<file path="src/rtl/mux_sel_ctrl.sv">
// Select controller for a downstream 2:1 mux: a debounced pushbutton toggles sel,
// and an AUTO mode (from a synchronized switch) also toggles sel every AUTO_PERIOD cycles.
module mux_sel_ctrl #(
  parameter int DEBOUNCE_CYCLES = 4,
  parameter int AUTO_PERIOD     = 8
) (
  input  logic clk,
  input  logic reset_n,
  input  logic key,
  input  logic auto_en,
  output logic sel,
  output logic sel_pulse,
  output logic mode
);

  localparam int DW = $clog2(DEBOUNCE_CYCLES) + 1;
  localparam int PW = $clog2(AUTO_PERIOD);

  localparam logic [DW-1:0] DB_LAST  = DW'(DEBOUNCE_CYCLES - 1);
  localparam logic [PW-1:0] PER_LAST = PW'(AUTO_PERIOD - 1);

  localparam logic [0:0] ST_MANUAL = 1'b0;
  localparam logic [0:0] ST_AUTO   = 1'b1;

  // Synchronizers: key idles high (released), auto_en idles low (MANUAL).
  logic key_meta, ks;
  logic auto_meta, as_sync;

  logic          db;
  logic [DW-1:0] db_cnt;
  logic [PW-1:0] per_cnt;
  logic [0:0]    state;

  logic          db_next;
  logic [DW-1:0] db_cnt_next;
  logic [PW-1:0] per_cnt_next;
  logic [0:0]    state_next;
  logic          press;
  logic          expire;
  logic          toggle;

  // NOTE: every signal gets a default at the top of always_comb so no path
  // leaves it unassigned; otherwise synthesis would infer a latch.
  always_comb begin
    db_next      = db;
    db_cnt_next  = '0;
    press        = 1'b0;
    expire       = 1'b0;
    per_cnt_next = '0;
    state_next   = as_sync ? ST_AUTO : ST_MANUAL;

    if (ks != db) begin
      if (db_cnt == DB_LAST) begin
        db_next = ks;
        press   = db;  // only the 1->0 (press) transition is an event
      end else begin
        db_cnt_next = db_cnt + 1'b1;
      end
    end

    // Period expiry only counts while AUTO persists across this edge.
    if (state == ST_AUTO && as_sync) begin
      expire = (per_cnt == PER_LAST);
      if (!expire && !press) begin
        per_cnt_next = per_cnt + 1'b1;
      end
    end

    // A coincident press and expiry must toggle once, hence OR rather than XOR.
    toggle = press | expire;
  end

  // NOTE: sequential state uses non-blocking assignments so all flops sample
  // pre-edge values, independent of statement order.
  always_ff @(posedge clk or negedge reset_n) begin
    if (!reset_n) begin
      key_meta  <= 1'b1;
      ks        <= 1'b1;
      auto_meta <= 1'b0;
      as_sync   <= 1'b0;
      db        <= 1'b1;
      db_cnt    <= '0;
      per_cnt   <= '0;
      state     <= ST_MANUAL;
      sel       <= 1'b0;
      sel_pulse <= 1'b0;
    end else begin
      key_meta  <= key;
      ks        <= key_meta;
      auto_meta <= auto_en;
      as_sync   <= auto_meta;
      db        <= db_next;
      db_cnt    <= db_cnt_next;
      per_cnt   <= per_cnt_next;
      state     <= state_next;
      sel       <= sel ^ toggle;
      sel_pulse <= toggle;
    end
  end

  assign mode = state[0];

endmodule

</file>
<file path="config.mk">
export PLATFORM = sky130hd
export DESIGN_NAME = mux_sel_ctrl
export DESIGN_NICKNAME = d
export VERILOG_FILES = /design/src/rtl/mux_sel_ctrl.sv
export SDC_FILE = /design/constraint.sdc
export NUM_CORES = 1
export LEC_CHECK = 0
export CAP_MARGIN = 5
export CORE_AREA = 2 2 39 41
export CTS_BUF_LIST = sky130_fd_sc_hd__clkbuf_2
export DETAILED_ROUTE_END_ITERATION = 8
export DIE_AREA = 0 0 41 43
export HOLD_SLACK_MARGIN = 0.08
export REMOVE_ABC_BUFFERS = 1
export SLEW_MARGIN = 0
export SYNTH_ARGS = -nofsm -noshare
export SYNTH_HDL_FRONTEND = slang
export SYNTH_SLANG_ARGS = --single-unit
</file>
<file path="constraint.sdc">
create_clock -name clk -period 1.8 [get_ports clk]
set_clock_uncertainty 0.1 [all_clocks]
set_input_delay 0.27 -clock clk [delete_from_list [all_inputs] [get_ports clk]]
set_output_delay 0.27 -clock clk [all_outputs]
set_load 0.01 [all_outputs]
</file>
After elaboration in Yosys (flattened, before gate mapping) --
Cells that the tools add are included.
Storage, ports and cells: register bits 14, input port bits 4, output and inout port bits 3, logic and storage cells 30
Operators by class: add/subtract/negate cells 2, eq/ne operators 3, multiplexer cells 8, bitwise logic cells 2, reductions and logical operators 5
Operator list (number):
- 2-to-1 mux 3 bit | 4
- adder 3 x 1 -> 3 bit, second input constant | 2
- 2-to-1 mux 1 bit | 4
- equality test 3 x 2 -> 1 bit, second input constant | 1
- equality test 3 bit, second input constant | 1
- logical AND 1 bit | 2
- zero test 1 bit | 2
- AND reduction 2 bit | 1
- != test 1 bit | 1
- bitwise OR 1 bit | 1
- XOR 1 bit | 1

Logic depth before layout (Yosys ltp) --
Gate-level depths: netlist (run 1).
depth in word-level cells 7, mapped depth 4, mapped depth without buffers 4

Least setup slack after synthesis (run 1) --
Ideal clock, no wire load.
path type register -> register, from register per_cnt[0], to register sel, library setup time 0.126 ns, arrival 1.107 ns, data required time 1.574 ns, setup slack 0.468 ns, cell stages (with the launch flop) 5, path buffers 0, period minus slack after synthesis 1.332 ns, cell sequence dfrtp_1 > ha_1 > ha_1 > a31o_4 > xor2_2
Between the ends: word-level cells in the longest chain between the ends 4
Ends and longest elaborated chain:
- start, declared | RTL line 31 | logic [PW-1:0] per_cnt;
- start signal, assigned | RTL line 94 | per_cnt <= per_cnt_next;
- equality test 3 bit | RTL line 63 | expire = (per_cnt == PER_LAST);
- 2-to-1 mux 1 bit | RTL line 62 | if (state == ST_AUTO && as_sync) begin
- bitwise OR 1 bit | RTL line 70 | toggle = press | expire;
- net toggle | RTL line 40 | logic toggle;
- XOR 1 bit | RTL line 96 | sel <= sel ^ toggle;
- end signal, assigned | RTL line 96
- end, declared | RTL line 11 | output logic sel,
The timed path passes the listed nets, and every way through them passes these cells. A chain may end at the register's enable or synchronous reset.

Final worst setup path (run 1) --
from register state (netlist: mode), to output port mode
RTL lines:
- start, declared | RTL line 32 | logic [0:0] state;
- start signal, assigned | RTL line 95 | state <= state_next;
- end, declared | RTL line 13 | output logic mode
No word-level cell between the ends.

==> results.py, run 1 <==
metrics = {
    "outcome": {
        "status": "completed",
    },
    "placement": {
        "gp_congestion": 0.6233,
        "numPortBuffers": 6,
        "hpwlAfterDp_um": 481.9,
        "placed_cell_area_sq_um": 596.8,
    },
    "clock_tree": {
        "htree_levels": 1,
        "cts_setup_buffers": 0,
        "cts_buffers": 3,
        "clk_latency_ps": 260,
        "path_clk_slew_ps": 130,
        "cts_tree": "done",
        "cts_max_path_buffers": 2,
        "cts-resized-gates": 0,
        "cts_hold_buf": 0,
        "cts.sinks": 14,
        "cts-root-buf": "clkbuf_2",
    },
    "setup_path": {
        "critPathMaxFanout": 3,
        "cpMaxStageDelayCell": "clkdlybuf4s50_1",
        "end_kind": "output pin",
        "required_ps": 1430,
        "start_kind": "flop",
        "cp_slowest_stage_delay_ps": 550,
        "critPathTopFamily": "buffers and inverters",
        "cp_cell_sequence": "clkdlybuf4s50_1",
        "arrival_ps": 1210,
        "r2r_slack_ps": 400,
        "crit_buf_inv": 1,
        "crit_type": "reg -> out",
    },
    "synthesis": {
        "synth_cell_types": 14,
        "ys_ff_latch": 14,
        "synth_top_family_by_area": "simple AND/OR/NAND/NOR gates",
        "ys_seq_area_frac": 0.6852,
        "synth_area_sq_um": 516.7,
        "synth-simple-area-share": 0.1380,
        "yosys.area_share.adder": 0.07264,
        "synth_xor_area_frac": 0.04843,
        "synth_compound_area_frac": 0.03390,
        "yosys_warnings": 0,
        "synth_mux_area_frac": 0.02179,
        "synthesis.instances": 31,
        "syn_area_per_cell_sq_um": 16.67,
    },
    "pwr": {
        "power.share.sequential": 0.603,
        "cellPowerDensity_mw_per_mm2": 1097,
        "clkPwrFrac": 0.205,
        "p_sw_frac": 0.2592,
        "power.internal_mw": 0.5003,
        "vdd_drop_max_mv": 0.4388,
        "total_power_mw": 0.6754,
        "p_switching_mw": 0.1751,
        "comb_power_share": 0.192,
        "power_leakage_nw": 0.2891,
    },
    "global_route": {
        "grt_pass1_vias": 280,
        "grt_use_total": 0.1067,
        "overflow": 0,
        "grt_max_degree": 15,
        "grt_pass1_wl_um": 1200,
        "antenna_found_initial": 0,
    },
    "sta": {
        "period_share": 0.8790,
        "finalHoldViolations": 0,
        "slew_viol_final": 0,
        "rsz0062_at_grt": "no",
        "fin_crit_ps": 1582,
        "setup-violations-final": 0,
        "fin_tns_setup_ps": 0,
        "slew-limit-headroom": 0.6038,
        "worstMarginPinSlew_ps": 592.5,
        "fmax_mhz": 632.1,
    },
    "floorplanning": {
        "initial_core_util": 0.3734,
        "die-area_sq_mm": 0.001763,
        "die_h_um": 43,
        "rows": 14,
        "die_x_um": 41,
        "coreArea_sq_mm": 0.001384,
        "ioPinCount": 7,
    },
    "final_layout": {
        "diodes": 0,
        "syn2layout_area_growth_pct": 19.13,
        "fillers": 129,
        "final_nets": 49,
        "layout_commonest_cell": "dfrtp_1",
        "finalInstanceArea_sq_um": 615.6,
        "layout_common_cells": "dfrtp_1 (11), clkdlybuf4s50_1 (6), ha_1 (3), clkbuf_2 (3), dfstp_2 (3)",
        "drive_above_1_share": 0.2439,
    },
    "drt": {
        "wl_per_cell_um": 11.21,
        "drtPass1Iterations": 4,
        "drt_iter0_drc": 1,
        "ant_nets": 0,
        "avgViaCountPerCell": 4.860,
        "vias": 277,
        "routed_wl_um": 639,
        "drc_errors": 0,
    },
    "flow_run": {
        "max_cap_violations": 0,
    },
    "min_path": {
        "min_path_type": "reg -> reg",
    },
}
metrics by stage:
step	hold WS, ps	setup slack (ps)	instances	utilization
floorplan	-125.6	467.5	31	-
global placement	237.6	445.7	53	0.4313
detailed placement	247.9	413.0	53	0.4313
CTS	267.1	190.4	57	0.4448
global route	264.2	128.8	57	0.4448
finish	264.4	217.9	57	0.4448
power groups by stage:
stage | Combinational (mW) | Sequential [mW] | Clock (mW)
after floorplan | 0.0765 | 0.415 | 0
after global placement | 0.126 | 0.413 | 0
after detailed placement | 0.134 | 0.415 | 0
after CTS | 0.132 | 0.409 | 0.149
after global routing | 0.149 | 0.415 | 0.168
final | 0.129 | 0.407 | 0.138
state kept, by name, summed over array words and instances (netlist names):
| signal | cells |
|---|---|
| db | 1 |
| per_cnt | 3 |
| mode | 1 |
| sel | 1 |
| db_cnt | 3 |
| ks | 1 |
| sel_pulse | 1 |
| as_sync | 1 |
| key_meta | 1 |
| auto_meta | 1 |
kinds of logic after synthesis:
group / after synthesis
fa+ha+maj: 3
flops: 14
xor+xnor: 2
mux: 1
compound gates: 1
simple gates: 10
synthesized netlist by cell type:
library cell  number  area share
dfrtp_1           11        0.53
dfstp_2            3        0.15
ha_1               3       0.073
and2_1             2       0.024
nor3_1             2       0.019
nor3b_1            2       0.029
a31o_4             1       0.034
and2b_1            1       0.015
and4bb_4           1       0.031
mux2_2             1       0.022
nand2_1            1      0.0073
nor4_1             1       0.012
xnor2_1            1       0.017
xor2_2             1       0.031
layer usage:
layer	wire length, um	GRT usage	vias to the layer above	part of all wire
met3	31	0.04712	2	0.049
met5	0	0	-	0
met4	7	0.06000	0	0.011
met2	347	0.1531	6	0.54
li1	-	-	128	-
met1	253	0.1276	141	0.40
layout make-up:
| class | instances | area [sq um] | area share |
|---|---|---|---|
| sequential | 14 | 354.1 | 0.5752 |
| clock buffer | 3 | 15.01 | 0.02439 |
| multi-input combinational | 17 | 162.7 | 0.2642 |
| tap | 16 | 20.02 | 0.03252 |
| timing repair buffer | 6 | 60.06 | 0.09756 |
| clock inverter | 1 | 3.754 | 0.006098 |
worst paths after layout:
| kind | start | to | depth (start not counted) |
|---|---|---|---|
| max | mode | mode | 1 |
| min | key_meta | ks | 0 |
| max reg2reg | db_cnt[0] | sel | 4 |
| min reg2reg | key_meta | ks | 0 |
| max in group asynchronous | reset_n | mode | 1 |
| min in group asynchronous | reset_n | db_cnt[1] | 1 |
No activity file was read; power rests on OpenSTA's default activity.
==> inputs of run 2 (changes only) <==
CTS_CLUSTER_SIZE = 24   (was default)
==> results of run 2 <==
Same layout as run 1: the final DEF is identical, and so are final timing and power.
